**config.mk**
```make
export PLATFORM = sky130hd
export DESIGN_NAME = prefetch_fetch_queue
export DESIGN_NICKNAME = d
export VERILOG_FILES = /design/src/rtl/prefetch_fetch_queue_pkg.sv /design/src/rtl/prefetch_fetch_queue_fifo.sv /design/src/rtl/prefetch_fetch_queue.sv
export SDC_FILE = /design/constraint.sdc
export NUM_CORES = 1
export LEC_CHECK = 0
export CAP_MARGIN = 10
export CORE_MARGIN = 2
export CORE_UTILIZATION = 25
export DETAILED_ROUTE_END_ITERATION = 16
export GPL_TIMING_DRIVEN = 1
export PLACE_DENSITY_LB_ADDON = 0.1
export SETUP_SLACK_MARGIN = 0.2
export SKIP_LAST_GASP = 1
export SYNTH_ARGS = -nofsm -noshare
export SYNTH_HDL_FRONTEND = slang
export SYNTH_SLANG_ARGS = --single-unit
```
**constraint.sdc**
```tcl
create_clock -name clk -period 7.7 [get_ports clk]
set_input_delay 1.155 -clock clk [delete_from_list [all_inputs] [get_ports clk]]
set_output_delay 1.155 -clock clk [all_outputs]
set_load 0.02 [all_outputs]
```
**src/rtl/prefetch_fetch_queue_pkg.sv**
```systemverilog
// prefetch_fetch_queue_pkg: shared widths, reset PC and queue entry type
// for the decoupled fetch front end.
package prefetch_fetch_queue_pkg;
    localparam int FQ_XLEN = 32;
    localparam int FQ_ILEN = 32;
    localparam int FQ_DEPTH = 4;
    localparam logic [FQ_XLEN-1:0] FQ_RESET_PC = '0;
    typedef struct packed {
        logic [FQ_XLEN-1:0] pc;
        logic [FQ_ILEN-1:0] instr;
    } fetch_entry_t;
endpackage

```
**src/rtl/prefetch_fetch_queue_fifo.sv**
```systemverilog
// fetch_fifo: synchronous FIFO of fetch entries with flush; flush wins over
// push and pop, and a pop on an empty queue is ignored.
module fetch_fifo
    import prefetch_fetch_queue_pkg::*;
#(
    parameter int DEPTH = FQ_DEPTH
) (
    input  logic                     clk,
    input  logic                     nrst,
    input  logic                     push,
    input  logic                     pop,
    input  logic                     flush,
    input  fetch_entry_t             din,
    output fetch_entry_t             dout,
    output logic [$clog2(DEPTH):0]   count,
    output logic                     full,
    output logic                     empty
);
    localparam int AW = $clog2(DEPTH);
    logic [AW-1:0] head_q, head_d, tail_q, tail_d;
    logic [AW:0]   count_q, count_d;
    fetch_entry_t  mem_q [DEPTH];
    fetch_entry_t  mem_d [DEPTH];
    logic          do_push, do_pop;
    always_comb begin
        empty   = count_q == '0;
        full    = count_q == (AW+1)'(DEPTH);
        do_pop  = pop & ~empty;
        do_push = push & (~full | do_pop);
        head_d  = flush ? '0 : head_q + AW'(do_pop);
        tail_d  = flush ? '0 : tail_q + AW'(do_push);
        count_d = flush ? '0 : count_q + (AW+1)'(do_push) - (AW+1)'(do_pop);
        mem_d   = mem_q;
        if (do_push && !flush) mem_d[tail_q] = din;
        dout    = mem_q[head_q];
        count   = count_q;
    end
    always_ff @(posedge clk) begin
        if (!nrst) begin
            head_q  <= '0;
            tail_q  <= '0;
            count_q <= '0;
        end else begin
            head_q  <= head_d;
            tail_q  <= tail_d;
            count_q <= count_d;
        end
    end
    always_ff @(posedge clk) mem_q <= mem_d;
endmodule

```
**src/rtl/prefetch_fetch_queue.sv**
```systemverilog
// prefetch_fetch_queue: sequential instruction prefetcher with one icache
// request in flight, feeding Decode through a small registered queue.
module prefetch_fetch_queue
    import prefetch_fetch_queue_pkg::*;
#(
    parameter int               XLEN     = FQ_XLEN,
    parameter int               ILEN     = FQ_ILEN,
    parameter int               DEPTH    = FQ_DEPTH,
    parameter logic [XLEN-1:0]  RESET_PC = FQ_RESET_PC
) (
    input  logic                     clk,
    input  logic                     nrst,
    input  logic                     redirect_valid,
    input  logic [XLEN-1:0]          redirect_pc,
    output logic                     ic_req,
    output logic [XLEN-1:0]          ic_addr,
    input  logic                     ic_ready,
    input  logic                     ic_rvalid,
    input  logic [ILEN-1:0]          ic_rdata,
    output logic                     dec_valid,
    output logic [ILEN-1:0]          dec_instr,
    output logic [XLEN-1:0]          dec_pc,
    output logic [XLEN-1:0]          dec_pc4,
    input  logic                     dec_ready,
    output logic [$clog2(DEPTH):0]   q_count
);
    localparam int CW = $clog2(DEPTH) + 1;
    logic [XLEN-1:0] fetch_pc_q, fetch_pc_d, req_pc_q, req_pc_d;
    logic            outst_q, outst_d, drop_q, drop_d, armed_q, armed_d;
    logic            resp, accept, push, pop;
    logic [CW-1:0]   fifo_count;
    logic            fifo_full, fifo_empty;
    fetch_entry_t    head, entry;
    always_comb begin
        resp       = ic_rvalid & outst_q;
        // an in-flight request already owns a queue slot
        ic_req     = nrst & armed_q & ~redirect_valid & (~outst_q | ic_rvalid)
                     & ((fifo_count + CW'(outst_q)) < CW'(DEPTH));
        ic_addr    = fetch_pc_q;
        accept     = ic_req & ic_ready;
        dec_valid  = nrst & ~fifo_empty;
        dec_instr  = head.instr;
        dec_pc     = head.pc;
        dec_pc4    = head.pc + XLEN'(4);
        q_count    = nrst ? fifo_count : '0;
        push       = resp & ~drop_q & ~redirect_valid;
        pop        = dec_valid & dec_ready & ~redirect_valid;
        entry      = '{pc: req_pc_q, instr: ic_rdata};
        fetch_pc_d = redirect_valid ? redirect_pc & {{(XLEN-2){1'b1}}, 2'b00}
                   : accept ? fetch_pc_q + XLEN'(4) : fetch_pc_q;
        req_pc_d   = accept ? fetch_pc_q : req_pc_q;
        outst_d    = accept | (outst_q & ~ic_rvalid);
        drop_d     = redirect_valid ? outst_q & ~ic_rvalid : drop_q & ~resp;
        armed_d    = 1'b1;
    end
    always_ff @(posedge clk) begin
        if (!nrst) begin
            fetch_pc_q <= RESET_PC;
            req_pc_q   <= '0;
            outst_q    <= 1'b0;
            drop_q     <= 1'b0;
            armed_q    <= 1'b0;
        end else begin
            fetch_pc_q <= fetch_pc_d;
            req_pc_q   <= req_pc_d;
            outst_q    <= outst_d;
            drop_q     <= drop_d;
            armed_q    <= armed_d;
        end
    end
    fetch_fifo #(.DEPTH(DEPTH)) u_fifo (
        .clk   (clk),
        .nrst  (nrst),
        .push  (push),
        .pop   (pop),
        .flush (redirect_valid),
        .din   (entry),
        .dout  (head),
        .count (fifo_count),
        .full  (fifo_full),
        .empty (fifo_empty)
    );
    no_overflow: assert property (@(posedge clk) disable iff (!nrst) !(push && fifo_full && !pop));
endmodule

```
* After elaboration in Yosys (flattened, before gate mapping)
Index checks and enable logic that the tools add are counted.
Word-level totals: input port bits 70, word-level logic and storage cells 74, register bits 330
Operators by class: multiplexer cells 11, reduce and logical (&&, ||, !) cells 6, eq/ne operators 1, $lt $le $gt $ge 4, $add $sub $neg 7, bitwise operators 28
Operators by type and width (count):
- $bwmux W256 | 1
- $mux W64 | 3
- $bmux W64 S2 | 1
- $demux W64 S2 | 1
- $add A32 B3 Y32 const B | 2
- $mux W32 | 2
- $and A1 B1 Y1 | 15
- $not A1 Y1 | 8
- $add A3 B1 Y3 | 2
- $ge A3 B3 Y1 const B | 2
- $not A2 Y3 | 2
- $add A2 B1 Y2 | 2
- $eq A3 B3 Y1 const B | 1
- $logic_not A3 Y1 | 1
- $lt A3 B1 Y1 const B | 1
- $lt A3 B3 Y1 const B | 1
- $mux W3 | 1
- $or A1 B1 Y1 | 3
- $sub A3 B1 Y3 | 1
- $logic_and A1 B1 Y1 | 2
- $mux W1 | 2
- $reduce_bool A2 Y1 | 1
- $reduce_or A2 Y1 | 1
- $logic_not A1 Y1 | 1

* Logic depth before layout (Yosys ltp)
Gate-level depths: netlist (run 1).
depth in word-level cells 10, depth in mapped cells 10, mapped depth without buffers 10

* Cells and area by module
A second synthesis (run 1) with hierarchy kept.
Unflattened totals: cell total of the unflattened synthesis 843, area total of the unflattened synthesis 13411.6 um2
By module, submodules not included:
- fetch_fifo | cells an instance 373, seq. area each 7827.5 um2, instances 1, area an instance 9706.8 um2
- prefetch_fetch_queue | cells an instance 470, seq. area each 1261.2 um2, instances 1, area an instance 3704.8 um2

* Worst setup path after synthesis (run 1)
OpenSTA, ideal clock, no wires.
kind in2reg, from input port redirect_valid, to register u_fifo.mem_q[192] (netlist bit) (enable), path buffers 0, library setup time 0.571 ns, cell stages on the path 4, setup slack 0.714 ns, arrival time 6.415 ns, cells stage by stage and2b_1 > nand2_1 > a41oi_1 > nor3b_1
Between the ends: longest elaborated chain between the ends 6, elaborated cells on any way between the ends 8, classes of those cells bitwise (6); reduce/logical (2)
Ends and longest elaborated chain:
- start, declared | line prefetch_fetch_queue.sv:13 | input logic redirect_valid,
- $not A1 Y1 | line prefetch_fetch_queue.sv:46, prefetch_fetch_queue.sv:47
- $and A1 B1 Y1 | line prefetch_fetch_queue.sv:47 | pop = dec_valid & dec_ready & ~redirect_valid;
- $and A1 B1 Y1 | line prefetch_fetch_queue_fifo.sv:28 | do_pop = pop & ~empty;
- $or A1 B1 Y1 | line prefetch_fetch_queue_fifo.sv:29 | do_push = push & (~full | do_pop);
- $and A1 B1 Y1 | line prefetch_fetch_queue_fifo.sv:29
- $logic_and A1 B1 Y1 * | line prefetch_fetch_queue_fifo.sv:34 | if (do_push && !flush) mem_d[tail_q] = din;
- end signal, assigned | line prefetch_fetch_queue_fifo.sv:49 | always_ff @(posedge clk) mem_q <= mem_d;
- end, declared | line prefetch_fetch_queue_fifo.sv:22 | fetch_entry_t mem_q [DEPTH];
Mark *: on every way between the ends. The rest lies on a longest branch, timed or not. A chain may end at the register's enable or synchronous reset.

* Final worst setup path (run 1)
from register u_fifo.head_q[0], to output port dec_pc4[30]
Between the ends: longest elaborated chain between the ends 5
Ends and longest elaborated chain:
- start, declared | line prefetch_fetch_queue_fifo.sv:20 | logic [AW-1:0] head_q, head_d, tail_q, tail_d;
- start signal, assigned | line prefetch_fetch_queue_fifo.sv:40 | head_q <= '0;
- start signal, assigned | line prefetch_fetch_queue_fifo.sv:44 | head_q <= head_d;
- $not A2 Y3 (not written as such) | line prefetch_fetch_queue_fifo.sv:35 | dout = mem_q[head_q];
- $bmux W64 S2 | line prefetch_fetch_queue_fifo.sv:35
- $mux W64 (not written as such) (2 in series) | line prefetch_fetch_queue_fifo.sv:35
- $add A32 B3 Y32 | line prefetch_fetch_queue.sv:44 | dec_pc4 = head.pc + XLEN'(4);
- end, declared | line prefetch_fetch_queue.sv:23 | output logic [XLEN-1:0] dec_pc4,
No other way between the ends. The select of a mux whose other input is x is not followed.

==> qor.yml, run 1 <==
status: "finished, final reports clean"
drt-wirelength-per-cell_microns: 19.89
clk_pin_slew_ns: 0.05
slew_viol_final: 0
crit_fanout: 39
grt_max_degree: 59
p_leak_nw: 5.460
instances_no_fill: 1749
hpwl_microns: 22370
tns_ns: 0
layout_commonest_cell: "edfxtp_1"
fin_crit_ns: 5.432
fin_worst_hold_slack_ns: 0.5003
core.rowCount: 83
grt_pass1_wl_microns: 52190
ys_ff_latch: 318
p_total_w: 0.003820
final_cell_mix: "edfxtp_1, clkdlybuf4s50_1, nand2_1"
synth_edf_count: 248
fmax_mhz: 184.1
drc: 0
p_int_w: 0.003004
async_reset_ff_share_pct: 0
r2r_setup_slack_ns: 4.94
place.gp.congestion: 0.7123
synthCells: 835
reg2reg_depth: 4
dieArea_sq_um: 53860
setup_viol: 0
port-buffer-count: 194
whs_path_depth: 2
rsz0062_at_grt: "no"
layout-drive-gt1-share_pct: 13.10
worstReg2RegEnd: "u_fifo.mem_q[130]"
drtPass1Iterations: 5
pin_count: 203
ctsHtreeMaxLevel: 2
cts_tree: "done"
holdBufCountCts: 0
hold-path-endpoint: "req_pc_q[19]"
period_share_pct: 70.54
initial_core_util_pct: 25.30
hold_path.class: "flip-flop to flip-flop"
cts_max_path_buffers: 3
layout-area-overhead-vs-synth_pct: 30.17
switching_power_w: 0.0008168
ys_types: 67
die_h_microns: 232.1
worstHoldStart: "req_pc_q[19]"
critical_path_arrival_ns: 4.28
cts_setup_buffers: 0
viasPerCell: 4.433
synth_top_flop_cell: "edfxtp_1"
synth_area_sq_um: 13000
clkPwrFrac_pct: 46.7
r2r-start: "u_fifo.count[1]"
cts_buffers: 39
coreArea_sq_um: 51410
dr_total_vias: 7754
fin_area_sq_um: 16930
final_nets: 1117
dp.cells: 1679
tightest_slew_ns: 1.014
ys_seq_area_share_pct: 68.04
grt_pass1_vias: 7929
dpl-instance-area_sq_um: 15690
drtIter0Drc: 444
relSlewSlack_pct: 32.41
ir_drop_v: 0.0001235
critPathCaptureType: "output pin"
routed_wl_microns: 34790
antenna_cells: 0
cts_resized: 0
syn_area_per_cell_sq_um: 15.57
p_comb_share_pct: 4.3
fin_skew_ns: 0.02094
cts-root-buf: "clkbuf_16"
track_usage_pct: 13.04
clock_latency_ns: 0.56
clock-sinks: 318
antenna_left: 0
cp-start-kind: "flip-flop"
grt_overflow_total: 0
switching_share_pct: 21.38
required_ns: 6.55
antenna_found_initial: 0
finalHoldViolCount: 0
maxCapViolCount: 0
p_per_area_nw_per_um2: 225.7
p_seq_share_pct: 49.0
fp.dieW_microns: 232.1
ys_warn_count: 0
critPathKind: "flip-flop to output pin"
## state kept, by name (all words and copies together), names as in the netlist
signal / cells
armed_q: 1
drop_q: 1
ic_addr: 30
outst_q: 1
req_pc_q: 30
u_fifo.count: 3
u_fifo.head_q: 2
u_fifo.mem_q: 248
u_fifo.tail_q: 2
## through the flow
| stage | setup WS [ns] | util [%] |
|---|---|---|
| finish | 2.268 | 32.93 |
| detailed placement | 2.654 | 30.51 |
| CTS | 2.063 | 32.93 |
| floorplan | 0.7144 | - |
| global route | 1.896 | 32.93 |
| global placement | 2.664 | 30.51 |
## area by class of cell
| cell class | instances | area [sq um] |
|---|---|---|
| Tap cell | 680 | 850.8 |
| Timing Repair Buffer | 205 | 2037 |
| Clock buffer | 50 | 1059 |
| Fill cell | 5052 | 34480 |
| Sequential cell | 318 | 8856 |
| Clock inverter | 20 | 185.2 |
| Multi-Input combinational cell | 458 | 3874 |
| Inverter | 18 | 67.56 |
## critical path: stages (launching register included)
cell and delay [ns]:
dfxtp_4 0.90, buf_4 0.59, mux4_1 0.83, nand4_2 0.24, nor2_1 0.08, nand3_1 0.20, nor2_1 0.10, xor2_1 0.13
clkdlybuf4s50_1 0.62
## power groups by stage
stage | clock (W) | sequential (W) | combinational, W
floorplan | 0 | 0.00191 | 0.0000635
global placement | 0 | 0.00191 | 0.000166
detailed placement | 0 | 0.00191 | 0.000167
CTS | 0.00185 | 0.00187 | 0.000168
global route | 0.00192 | 0.00188 | 0.000178
finish | 0.00178 | 0.00187 | 0.000165
## logic make-up after synthesis
logic type	Yosys count	share of synthesized area, %
flops	318	68.04
simple gates	232	9.602
compound gates	108	4.849
mux	67	11.62
buf+inv	64	2.569
xor+xnor	38	2.559
fa+ha+maj	7	0.7312
other cells	1	0.02884
## Yosys cell counts, drive strengths merged, types with 2 or more instances
| master | instances | area, sq um |
|---|---|---|
| a222oi | 2 | 20.02 |
| nor3 | 15 | 106.4 |
| mux2i | 4 | 40.04 |
| a32oi | 5 | 43.79 |
| clkbuf | 21 | 80.07 |
| inv | 17 | 63.81 |
| nand4 | 14 | 123.9 |
| xnor2 | 26 | 227.7 |
| ha | 6 | 75.07 |
| nor4b | 4 | 80.08 |
| and2 | 12 | 75.08 |
| edfxtp | 248 | 7447 |
| nor3b | 3 | 27.52 |
| a21o | 4 | 30.03 |
| dfxtp | 70 | 1401 |
| a21oi | 59 | 295.3 |
| or3 | 3 | 23.77 |
| and4 | 3 | 28.78 |
| nor4 | 5 | 31.28 |
| mux4 | 61 | 1445 |
| nor2 | 41 | 156.4 |
| nand2 | 90 | 340.3 |
| o21ai | 15 | 75.07 |
| xor2 | 12 | 105.1 |
| a22oi | 3 | 22.52 |
| mux2 | 2 | 26.27 |
| or2 | 3 | 18.77 |
| a31oi | 11 | 68.82 |
| buf | 25 | 186.4 |
| o21a | 2 | 15.01 |
| nand3 | 23 | 125.1 |
| a211oi | 2 | 15.01 |
| and3 | 10 | 62.56 |
## worst max path at each step
stage | start | slack (ns) | depth (start not counted) | endpoint
final | u_fifo.head_q[0] | 2.27 | 8 | dec_pc4[30]
after global routing | u_fifo.head_q[0] | 1.90 | 8 | dec_pc4[31]
after CTS | u_fifo.head_q[0] | 2.06 | 8 | dec_pc4[30]
after detailed placement | u_fifo.head_q[0] | 2.65 | 8 | dec_pc4[30]
after global placement | u_fifo.head_q[0] | 2.66 | 8 | dec_pc4[31]
after floorplan | redirect_valid | 0.71 | 4 | u_fifo.mem_q[192]
## metal layers
metal	vias up	routed length (microns)	track usage [%]
met1	3873	17100	18.71
met5	-	0	0
met4	0	641	3.606
met3	39	1685	2.996
li1	3645	-	-
met2	197	15370	19.68
Note: power is estimated with default switching activity, not from simulation.
==> run 2, diff against run 1 <==
==> constraint.sdc (replaced) <==
create_clock -name clk -period 5.7 [get_ports clk]
set_input_delay 0.855 -clock clk [delete_from_list [all_inputs] [get_ports clk]]
set_output_delay 0.855 -clock clk [all_outputs]
set_load 0.02 [all_outputs]
==> run 2 against run 1 <==
Sequential share of layout area fell by 0.14 points. Combinational power rose by 35%. Worst hold slack barely moved. Critical path type unchanged.
==> qor.yml, run 2 (synthesized netlist as in run 1, its figures left out) <==
reg2reg_depth: 6  # was 4
use_met2_pct: 19.36  # was 19.68%
ctsHtreeMaxLevel: 2  # unchanged
cp_common_cell: "nor2_1"  # unchanged
path_buf_inv: 2  # unchanged
core.rowCount: 83  # unchanged
rsz0062_at_grt: "no"  # unchanged
fin_crit_ns: 4.649
fp.dieW_microns: 232.1  # unchanged
worstReg2RegEnd: "ic_addr[19]"  # was u_fifo.mem_q[130]
antenna_left: 0  # unchanged
r2r-start: "u_fifo.count[1]"  # unchanged
antenna_found_initial: 0  # unchanged
drt-wirelength-per-cell_microns: 19.94  # was 19.89 microns
initial_core_util_pct: 25.30  # unchanged
dr_total_vias: 7731  # was 7754
maxCapViolCount: 0  # unchanged
fill_cells: 5067  # was 5052
fin_area_sq_um: 16980  # was 16930 sq um
dp.cells: 1681  # was 1679
pin_count: 203  # unchanged
layout-area-overhead-vs-synth_pct: 30.53  # was 30.17%
drtPass1Iterations: 5  # unchanged
holdBufCountCts: 0  # unchanged
tns_ns: 0  # unchanged
clock_latency_ns: 0.55  # was 0.56 ns
cpPeakStageDelay_ns: 0.70  # was 0.90 ns
crit_slowest_cell: "mux4_1"  # was dfxtp_4
fin_skew_ns: 0.01855  # was 0.02094 ns
dpl-instance-area_sq_um: 15720  # was 15690 sq um
track_usage_pct: 12.98  # was 13.04%
layout_commonest_cell: "edfxtp_1"  # unchanged
place.gp.congestion: 0.7199  # was 0.7123
cp-start-kind: "flip-flop"  # unchanged
drc: 0  # unchanged
routed_wl_microns: 34910  # was 34790 microns
ir_drop_v: 0.0001669  # was 0.0001235 V
slew_viol_final: 0  # unchanged
grt_pass1_vias: 7855  # was 7929
p_per_area_nw_per_um2: 305.4  # was 225.7 nW/um^2
finalHoldViolCount: 0  # unchanged
relSlewSlack_pct: 33.98  # was 32.41%
cts_max_path_buffers: 3  # unchanged
critical_path_arrival_ns: 3.79  # was 4.28 ns
coreArea_sq_um: 51410  # unchanged
critPathCaptureType: "output pin"  # unchanged
cts_buffers: 39  # unchanged
antenna_cells: 0  # unchanged
setup_viol: 0  # unchanged
hpwl_microns: 22330  # was 22370 microns
cts-root-buf: "clkbuf_16"  # unchanged
cts_resized: 0  # unchanged
fmax_mhz: 215.1
grt_util_met3_pct: 3.278  # was 2.996%
critPathTopFamily: "buffers and inverters"  # unchanged
crit_fanout: 26  # was 39
instances_no_fill: 1751  # was 1749
hold_path.class: "flip-flop to flip-flop"  # unchanged
drtIter0Drc: 432  # was 444
port-buffer-count: 194  # unchanged
period_share_pct: 81.55
die_h_microns: 232.1  # unchanged
layout-drive-gt1-share_pct: 13.45  # was 13.10%
required_ns: 4.85  # was 6.55 ns
tightest_slew_ns: 0.9872  # was 1.014 ns
top_usage_layer: "met2"  # unchanged
largest_reg_flops: 248  # unchanged
final_cell_mix: "edfxtp_1, clkdlybuf4s50_1, nand2_1"  # unchanged
dieArea_sq_um: 53860  # unchanged
cts_tree: "done"  # unchanged
p_leak_nw: 5.474  # was 5.460 nW
final_nets: 1119  # was 1117
largest-register: "u_fifo.mem_q"  # unchanged
r2r_setup_slack_ns: 2.85  # was 4.94 ns
final_util_pct: 33.02  # was 32.93%
cts_setup_buffers: 0  # unchanged
use_met1_pct: 18.79  # was 18.71%
grt_overflow_total: 0  # unchanged
crit_path_cell_trace: "buf_4 > mux4_1 > nand4_2 > nor2_1 > nand3_1 > nor2_1 > xor2_1 > clkdlybuf4s50_1"  # unchanged
critPathLaunch: "u_fifo.head_q[0]"  # unchanged
grt_max_degree: 59  # unchanged
clk_pin_slew_ns: 0.05  # about the same
clock-sinks: 318  # unchanged
viasPerCell: 4.415  # was 4.433
status: "finished, final reports clean"  # unchanged
crit_path_end: "dec_pc4[30]"  # unchanged
grt_pass1_wl_microns: 51890  # was 52190 microns
worst-path-stages: 8  # unchanged
critPathKind: "flip-flop to output pin"  # unchanged
p_total_w: 0.005185  # was 0.003820 W
run 2: layout make-up:
type                       instances  area, sq um  area share, %
timing repair buffer             207         2064          12.16
inverter                          18        67.56         0.3980
tap                              680        850.8          5.012
multi-input combinational        458         3880          22.86
sequential                       318         8856          52.17
clock inverter                    18        180.2          1.061
clock buffer                      52         1076          6.339
run 2: through the flow:
step | hold WS, ns | setup WS (ns)
after floorplan | 0.4600 | 1.022
after global placement | 0.4852 | 1.453
after detailed placement | 0.4959 | 1.499
after CTS | 0.5036 | 0.8912
after global routing | 0.5211 | 0.7509
final | 0.5005 | 1.051
run 2: tightest hold or removal path: stages (launching register included):
cell,delay (ns)
dfxtp_1,0.33
nand2_1,0.06
a21oi_1,0.05
run 2: per-layer routing:
metal	up-vias	wire length [microns]
met5	-	0
met4	0	606
met3	45	1918
met2	199	15200
met1	3848	17190
li1	3639	-
run 2: how the worst min path moves through the flow:
stage,startpoint,endpoint,slack [ns],depth (start not counted)
4_1_cts,req_pc_q[23],req_pc_q[23],0.50,2
6_report,req_pc_q[6],req_pc_q[6],0.50,2
3_5_place_dp,req_pc_q[23],req_pc_q[23],0.50,2
3_3_place_gp,req_pc_q[11],req_pc_q[11],0.49,2
2_1_floorplan,req_pc_q[4],u_fifo.mem_q[100],0.46,0
5_1_grt,req_pc_q[23],u_fifo.mem_q[119],0.52,0
run 2: where the power goes:
part	switching, W	internal (W)
logic	0.000115	0.000108
clock network	0.000967	0.00146
registers	0.0000292	0.00250
total	0.00111	0.00407
==> run 3, diff against run 2 <==
==> constraint.sdc (replaced) <==
create_clock -name clk -period 3.93 [get_ports clk]
set_input_delay 0.5895 -clock clk [delete_from_list [all_inputs] [get_ports clk]]
set_output_delay 0.5895 -clock clk [all_outputs]
set_load 0.02 [all_outputs]
==> run 3 against run 2 <==
First-iteration DRC count increased by 19%. Count of clock-buffer cells in the layout unchanged. Clock skew barely moved. Die area stayed put. Largest power group unchanged.
==> qor.yml, run 3 (synthesized netlist as in run 1, its figures left out) <==
antenna_left: 0  # unchanged
largest_reg_flops: 248  # unchanged
grt_pass1_wl_microns: 52820  # was 51890 microns
fmax_mhz: 275.5
drc: 0  # unchanged
maxCapViolCount: 0  # unchanged
drt-wirelength-per-cell_microns: 19.66  # was 19.94 microns
worstHoldStart: "req_pc_q[16]"  # was req_pc_q[6]
period_share_pct: 92.35
antenna_found_initial: 0  # unchanged
critical_path_arrival_ns: 3.04  # was 3.79 ns
rsz0062_at_grt: "yes"  # was no
routed_wl_microns: 35050  # was 34910 microns
final_cell_mix: "edfxtp_1, clkdlybuf4s50_1, nand2_1"  # unchanged
layout_commonest_cell: "edfxtp_1"  # unchanged
layout_setup_ws_ns: 0.3007  # was 1.051 ns
dr_total_vias: 7881  # was 7731
dieArea_sq_um: 53860  # unchanged
p_per_area_nw_per_um2: 431.7  # was 305.4 nW/um^2
cts-root-buf: "clkbuf_16"  # unchanged
whs_path_depth: 2  # unchanged
switching_power_w: 0.001574  # was 0.001112 W
critPathCaptureType: "output pin"  # unchanged
ir_drop_v: 0.0002279  # was 0.0001669 V
dp_slack_ns: 0.1707  # was 1.499 ns
hold-path-endpoint: "req_pc_q[16]"  # was req_pc_q[6]
cp-start-kind: "flip-flop"  # unchanged
switching_share_pct: 21.13  # was 21.44%
cts_tree: "done"  # unchanged
initial_core_util_pct: 25.30  # unchanged
clkPwrFrac_pct: 46.3  # was 46.9%
crit_fanout: 15  # was 26
fin_skew_ns: 0.01885  # was 0.01855 ns
clk_pin_slew_ns: 0.06  # was 0.05 ns
setup_viol: 0  # unchanged
grt_pass1_vias: 8217  # was 7855
r2r-start: "outst_q"  # was u_fifo.count[1]
grt_overflow_total: 0  # unchanged
place.gp.congestion: 0.7103  # was 0.7199
p_leak_nw: 5.698  # was 5.474 nW
coreArea_sq_um: 51410  # unchanged
antenna_cells: 0  # unchanged
pin_count: 203  # unchanged
tightest_slew_ns: 0.6731  # was 0.9872 ns
hpwl_microns: 22980  # was 22330 microns
relSlewSlack_pct: 55.13  # was 33.98%
worstReg2RegEnd: "ic_addr[8]"  # was ic_addr[19]
drtIter0Drc: 515  # was 432
status: "finished, final reports clean"  # unchanged
final_nets: 1154  # was 1119
p_int_w: 0.005877  # was 0.004073 W
tns_ns: 0  # unchanged
ctsHtreeMaxLevel: 2  # unchanged
p_seq_share_pct: 49.3  # was 48.8%
layout-drive-gt1-share_pct: 18.04  # was 13.45%
viasPerCell: 4.420  # was 4.415
drtPass1Iterations: 4  # was 5
die_h_microns: 232.1  # unchanged
holdBufCountCts: 0  # unchanged
largest-register: "u_fifo.mem_q"  # unchanged
clock-sinks: 318  # unchanged
slew_viol_final: 0  # unchanged
hold_path.class: "flip-flop to flip-flop"  # unchanged
required_ns: 3.34  # was 4.85 ns
port-buffer-count: 194  # unchanged
clock_latency_ns: 0.55  # about the same
fin_crit_ns: 3.629
cts_max_path_buffers: 3  # unchanged
grt_max_degree: 63  # was 59
critPathKind: "flip-flop to output pin"  # unchanged
fp.dieW_microns: 232.1  # unchanged
reg2reg_depth: 7  # was 6
fill_cells: 5060  # was 5067
r2r_setup_slack_ns: 1.59  # was 2.85 ns
p_comb_share_pct: 4.4  # was 4.3%
cts_buffers: 39  # unchanged
track_usage_pct: 13.07  # was 12.98%
core.rowCount: 83  # unchanged
finalHoldViolCount: 0  # unchanged
layout-area-overhead-vs-synth_pct: 32.71  # was 30.53%
-- run 3: power groups by stage --
stage                     clock [W]  combinational [W]  sequential [W]
after CTS                   0.00359           0.000331         0.00367
final                       0.00345           0.000328         0.00367
after global placement            0           0.000332         0.00374
after global routing        0.00372           0.000355         0.00367
after detailed placement          0           0.000332         0.00374
after floorplan                   0           0.000125         0.00375
-- run 3: worst max path at each step --
stage,to,startpoint
global route,dec_pc4[31],u_fifo.head_q[0]
finish,dec_pc4[31],u_fifo.head_q[0]
detailed placement,dec_pc4[31],u_fifo.head_q[0]
floorplan,u_fifo.mem_q[100],redirect_valid
CTS,dec_pc4[28],u_fifo.head_q[0]
global placement,dec_pc4[31],u_fifo.head_q[0]
-- run 3: repair_timing --
action | CTS | global route
cloned | 0 | 0
pin swaps | 1 | 2
resized for setup | 61 | 20
buffers inserted | 13 | 6
setup endpoints to repair | 46 | 37
-- run 3: cell type report --
| cell class | instances | area, sq um | share of cell area [%] |
|---|---|---|---|
| flip-flops and latches | 318 | 8856 | 51.31 |
| multi-input cells | 458 | 3882 | 22.50 |
| repair buffers | 242 | 2380 | 13.79 |
| clock buffers | 52 | 1064 | 6.162 |
| well taps | 680 | 850.8 | 4.930 |
| clock inverters | 15 | 158.9 | 0.9207 |
| inverters | 18 | 67.56 | 0.3915 |
-- run 3: per-layer routing --
metal | vias to the layer above | track usage [%] | part of all wire (%)
li1 | 3697 | - | -
met1 | 3934 | 18.71 | 49
met2 | 203 | 19.75 | 44
met3 | 47 | 3.193 | 5.2
met4 | 0 | 3.385 | 1.8
met5 | - | 0 | 0
-- run 3: critical path: stages, from the launching register on --
cell      delay, ns
dfxtp_4        0.45
buf_4          0.16
buf_6          0.22
mux4_1         0.66
nand4_2        0.21
nor2_2         0.07
nand3_1        0.15
nor3_2         0.06
xor2_1         0.27
clkbuf_2       0.23
-- run 3: through the flow --
step	power (W)	util [%]	instances	cell area, sq um	hold slack [ns]
final	0.007452	33.57	1783	17260	0.5017
after global routing	0.007752	33.57	1783	17260	0.5234
after CTS	0.007595	33.49	1777	17220	0.5072
after detailed placement	0.004072	30.92	1697	15900	0.4960
after global placement	0.004073	30.92	1697	15900	0.4864
after floorplan	0.003872	-	840	13040	0.4600
==> edit 1: new RTL, config.mk and constraints of run 3 <==
Change the package constant `FQ_ILEN` from 32 to 48.
--- a/src/rtl/prefetch_fetch_queue_pkg.sv
+++ b/src/rtl/prefetch_fetch_queue_pkg.sv
@@ -4,3 +4,3 @@
     localparam int FQ_XLEN = 32;
-    localparam int FQ_ILEN = 32;
+    localparam int FQ_ILEN = 48;
     localparam int FQ_DEPTH = 4;
Interface: changed (resized dec_instr and ic_rdata); port bits go from 203 to 235. No check against the original RTL was run, so the function may have changed too.
==> edit 1 against run 3 <==
Sequential share of layout area up 2.1 points; wire length up 16%; setup slack better by 43 ps; maximum frequency up 1.2%; area after synthesis up 17%; design area up 17%; power up 18%; sequential cell count up 64; largest power group unchanged.
==> edit 1: results (changes against run 3) <==
place_congestion: 0.765  # +7.8%
cts_resized: 53  # -13%
wl_per_cell_um: 20.2  # +2.5%
viasPerCell: 4.42  # about the same
avgSynthCellArea_um2: 16.5  # +6.1%
place_hpwl_um: 27000  # +17%
dr_wl_met3_um: 2530  # +39%
synthTopCellsByArea: "edfxtp_1, mux4_2, dfxtp_1, nand2_1, a21oi_1"
synth_common_cells: "edfxtp_1, nand2_1, mux4_2"
routed-via-count: 8907  # +13%
worstPathArrival_ps: 3000  # -40 ps
ys_types: 59  # -12%
drt_iter0_drc: 441  # -14%
cp_max_fo: 12  # -3
fin_skew_ps: 14.7  # -4.15 ps
tightest_slew_ps: 680  # +6.45 ps
antenna_cells: 0  # unchanged
port_buffers: 226  # +16%
grt_pass1_vias: 9523  # +16%
grt_pass1_wl_um: 61300  # +16%
layout.nets: 1289  # +12%
dpl.cell_count: 1920  # +13%
cellLeakagePower_nw: 6.25  # +9.8%
ys_seq_area_frac: 0.708  # +0.0279
largest_reg_flops: 312  # +26%
wl_met1_um: 18700  # +9.9%
status: "complete, no violations"
gr-usage-met1: 0.179  # -0.00837
fillers: 5848  # +16%
cts_buffers: 46  # +18%
gr-usage-all-layers: 0.130  # -0.00122
grt_use_met2: 0.201  # +0.00347
dp_slack_ps: 202  # +31.3 ps
peakVddDrop_uv: 245  # +7.5%
post_cts_buffers: 8  # -5
topRoutingLayerUsed: "met4"
grt_use_met3: 0.0326  # +0.000705
ff2ff_path_depth: 6  # -1
dr_wl_met2_um: 18500  # +19%
drive_gt1_frac: 0.192  # +0.0111
path_clk_slew_ps: 50
cts-root-buf: "clkbuf_16"
synth_edf_count: 312  # +26%
grt_max_degree: 61  # -3.2%
[edit 1: cell count changes after synthesis, moves of 10 or more]
cell	delta
mux4_2	+30
mux4_1	-13
edfxtp_1	+64
nand2b_1	+10
[edit 1: final cells by class]
type                            instances  area share
Clock buffer                           63      0.0613
Clock inverter                         21     0.00900
Inverter                               16     0.00298
Multi-Input combinational cell        475       0.208
Sequential cell                       382       0.534
Tap cell                              782      0.0485
Timing Repair Buffer                  275       0.136
[edit 1: final timing paths]
kind | start | endpoint | slack [ps]
worst max-delay path | u_fifo.head_q[0] | dec_pc4[9] | 340
worst min-delay path | req_pc_q[21] | req_pc_q[21] | 500
worst min register to register | req_pc_q[21] | req_pc_q[21] | 500
worst max register to register | ic_addr[3] | ic_addr[25] | 1420
[edit 1: worst max-delay path: stages, from the launching register on]
cell and delay [ps]:
dfxtp_4 450, buf_12 190, mux4_2 580, nand3_4 150, nor2_2 90, nand2_1 80, xnor2_1 150, clkdlybuf4s50_1 730
[edit 1: power breakdown]
| part | internal (mW) | switching, mW |
|---|---|---|
| combinational | 0.173 | 0.177 |
| clock | 2.39 | 1.62 |
| sequential | 4.38 | 0.0407 |
[edit 1: cell families after synthesis]
| kind of cell | Yosys count | synth area share |
|---|---|---|
| AND/OR/NAND/NOR | 232 | 0.0771 |
| XOR/XNOR | 36 | 0.0207 |
| buffers and inverters | 68 | 0.0227 |
| AO/OA/AOI/OAI | 107 | 0.0412 |
| adder cells (fa/ha/maj) | 7 | 0.00625 |
| multiplexers | 87 | 0.123 |
| flip-flops | 382 | 0.708 |
| other | 1 | 0.000247 |
[edit 1: per-stage QoR]
step | power [mW] | instance area (um2)
finish | 8.78 | 20200
global route | 9.13 | 20200
CTS | 8.96 | 20200
detailed placement | 4.86 | 18600
global placement | 4.86 | 18600
floorplan | 4.64 | 15200
==> edit 2: new RTL, flow settings as in run 3 <==
Made on the original files. Reset style: asynchronous (`nrst`), changed in 2 clocked blocks.
--- a/src/rtl/prefetch_fetch_queue_fifo.sv
+++ b/src/rtl/prefetch_fetch_queue_fifo.sv
@@ -37,3 +37,3 @@
     end
-    always_ff @(posedge clk) begin
+    always_ff @(posedge clk or negedge nrst) begin
         if (!nrst) begin
--- a/src/rtl/prefetch_fetch_queue.sv
+++ b/src/rtl/prefetch_fetch_queue.sv
@@ -55,3 +55,3 @@
     end
-    always_ff @(posedge clk) begin
+    always_ff @(posedge clk or negedge nrst) begin
         if (!nrst) begin
Function: differs if nrst is asserted again (counterexample within 4 cycles, from zero or initial values and one cycle with nrst low); with nrst held inactive, the same outputs for 4 cycles.
==> edit 2 against run 3 <==
Clock skew down 1.1 ps; setup slack lost 69 ps; maximum frequency decreased by 1.9%; critical path type unchanged; sequential power grew 9.5%; area after synthesis fell by 0.19%; combinational power up 63%; first-iteration DRC count shrank 24%; sequential cell count unchanged; sequential share of layout area is 1.6 points higher; highest routed layer unchanged; power increased by 5.9%; wire length decreased by 1.1%; design area increased by 0.89%; hold slack worse by 26 ps.
==> edit 2: results (changes against run 3) <==
dpl.cell_count: 1684  # -0.77%
viasPerCell: 4.40  # -0.35%
drive_gt1_frac: 0.197  # +0.0170
ys_async_sr_fraction: 0.220  # +0.220
status: "complete, no violations"
worst_hold_path_type: "primary input to asynchronous set/reset pin"
grt_pass1_wl_um: 52600  # -0.34%
synth_fa_ha_area_frac: 0.00733  # +0.0000141
reg2reg_from: "ic_addr[5]"
fin_ws_ps: 231  # -69.3 ps
wirelength_um: 34700  # -1.1%
worst_setup_path_startpoint: "u_fifo.head_q[0]"
ys_types: 46  # -31%
dp_slack_ps: 106  # -64.6 ps
cp_max_fo: 10  # -5
endpoint: "dec_pc4[26]"
synth_common_cells: "edfxtp_1, nand2_1, dfrtp_1"
synth_xor_area_frac: 0.0236  # -0.00197
grt_pass1_vias: 8255  # +0.46%
ff2ff_path_depth: 5  # -2
tightest_slew_ps: 821  # +148 ps
synthTopCellsByArea: "edfxtp_1, dfrtp_1, mux4_2, nand2_1, xor2_1"
r2r-end: "ic_addr[27]"
fin_skew_ps: 17.7  # -1.14 ps
gr-usage-all-layers: 0.131  # about the same
place_hpwl_um: 22800  # -0.83%
r2r_slack_ps: 1030  # -560 ps
cellLeakagePower_nw: 6.07  # +6.5%
synth.area.mux_share: 0.108  # -0.00864
place_congestion: 0.758  # +6.7%
fillers: 5077  # +0.34%
drt_iter0_drc: 389  # -24%
avgSynthCellArea_um2: 16.1  # +3.3%
## edit 2: changes by cell type in the layout (fill, tap and decap cells not counted), moves of 10 or more
| cell | change |
|---|---|
| a21oi_1 | -56 |
| dfxtp_1 | -68 |
| dfrtp_1 | +68 |
| xor2_1 | +10 |
| mux4_2 | +12 |
| mux4_1 | -11 |
| or3_1 | +11 |
| xnor2_1 | -13 |
| nand2_1 | +23 |
## edit 2: layer usage
layer  track usage  vias to the layer above  share of wire
li1              -                     3601              -
met1         0.176                     3917           0.46
met2         0.203                      202           0.46
met3        0.0316                       50          0.055
met4        0.0501                        0          0.027
met5             0                        -              0
## edit 2: worst min path at each step
| stage | to | cells past startpoint | slack, ps |
|---|---|---|---|
| 3_3_place_gp | ic_addr[7] | 1 | 460 |
| 5_1_grt | ic_addr[7] | 2 | 480 |
| 3_5_place_dp | ic_addr[7] | 1 | 470 |
| 6_report | ic_addr[7] | 2 | 480 |
| 2_1_floorplan | armed_q | 0 | 290 |
| 4_1_cts | ic_addr[7] | 2 | 450 |
## edit 2: through the flow
step                area (um2)  hold slack, ps  power (mW)  utilization
CTS                      17300             453        8.04        0.337
floorplan                13000             294        4.27            -
global placement         16000             462        4.62        0.313
detailed placement       16000             468        4.62        0.313
finish                   17400             476        7.89        0.339
global route             17400             476        8.24        0.339
## edit 2: repair_timing
item                                   in CTS  in global routing
pin swaps                                   2                  3
endpoints found under the hold margin       8                  0
resized for setup                          90                 35
hold buffers                                1                  0
buffers inserted                            5                  2
setup endpoints to repair                  43                 31
cloned                                      1                  0
## edit 2: kinds of logic (layout without fill, tap and decap cells)
kind of cell / count (synthesis) / after routing
flops: 318 / 318
simple gates: 257 / 257
other cells: 2 / 7
xor+xnor: 35 / 35
compound gates: 66 / 66
mux: 62 / 62
buf+inv: 60 / 332
fa+ha+maj: 7 / 7
## edit 2: cell type report
class	instances	area, um2	share of cell area
inverters	18	67.6	0.00388
multi-input cells	434	3670	0.211
flip-flops and latches	318	9210	0.529
well taps	680	851	0.0489
clock buffers	51	1050	0.0604
clock inverters	20	138	0.00790
repair buffers	243	2430	0.139
## edit 2: worst max-delay path, stage by stage, from the launching register on
cell	delay (ps)
dfrtp_4	530
buf_4	180
mux4_2	380
inv_1	70
or4_4	550
buf_6	190
nor4_2	310
xor2_1	180
buf_4	160
## edit 2: report_power, final
part           switching [mW]  total [mW]  internal [mW]  leakage (nW)
clock network            1.38        3.34           1.96         0.574
logic                   0.278       0.535          0.256          2.39
registers               0.186        4.02           3.83          3.10
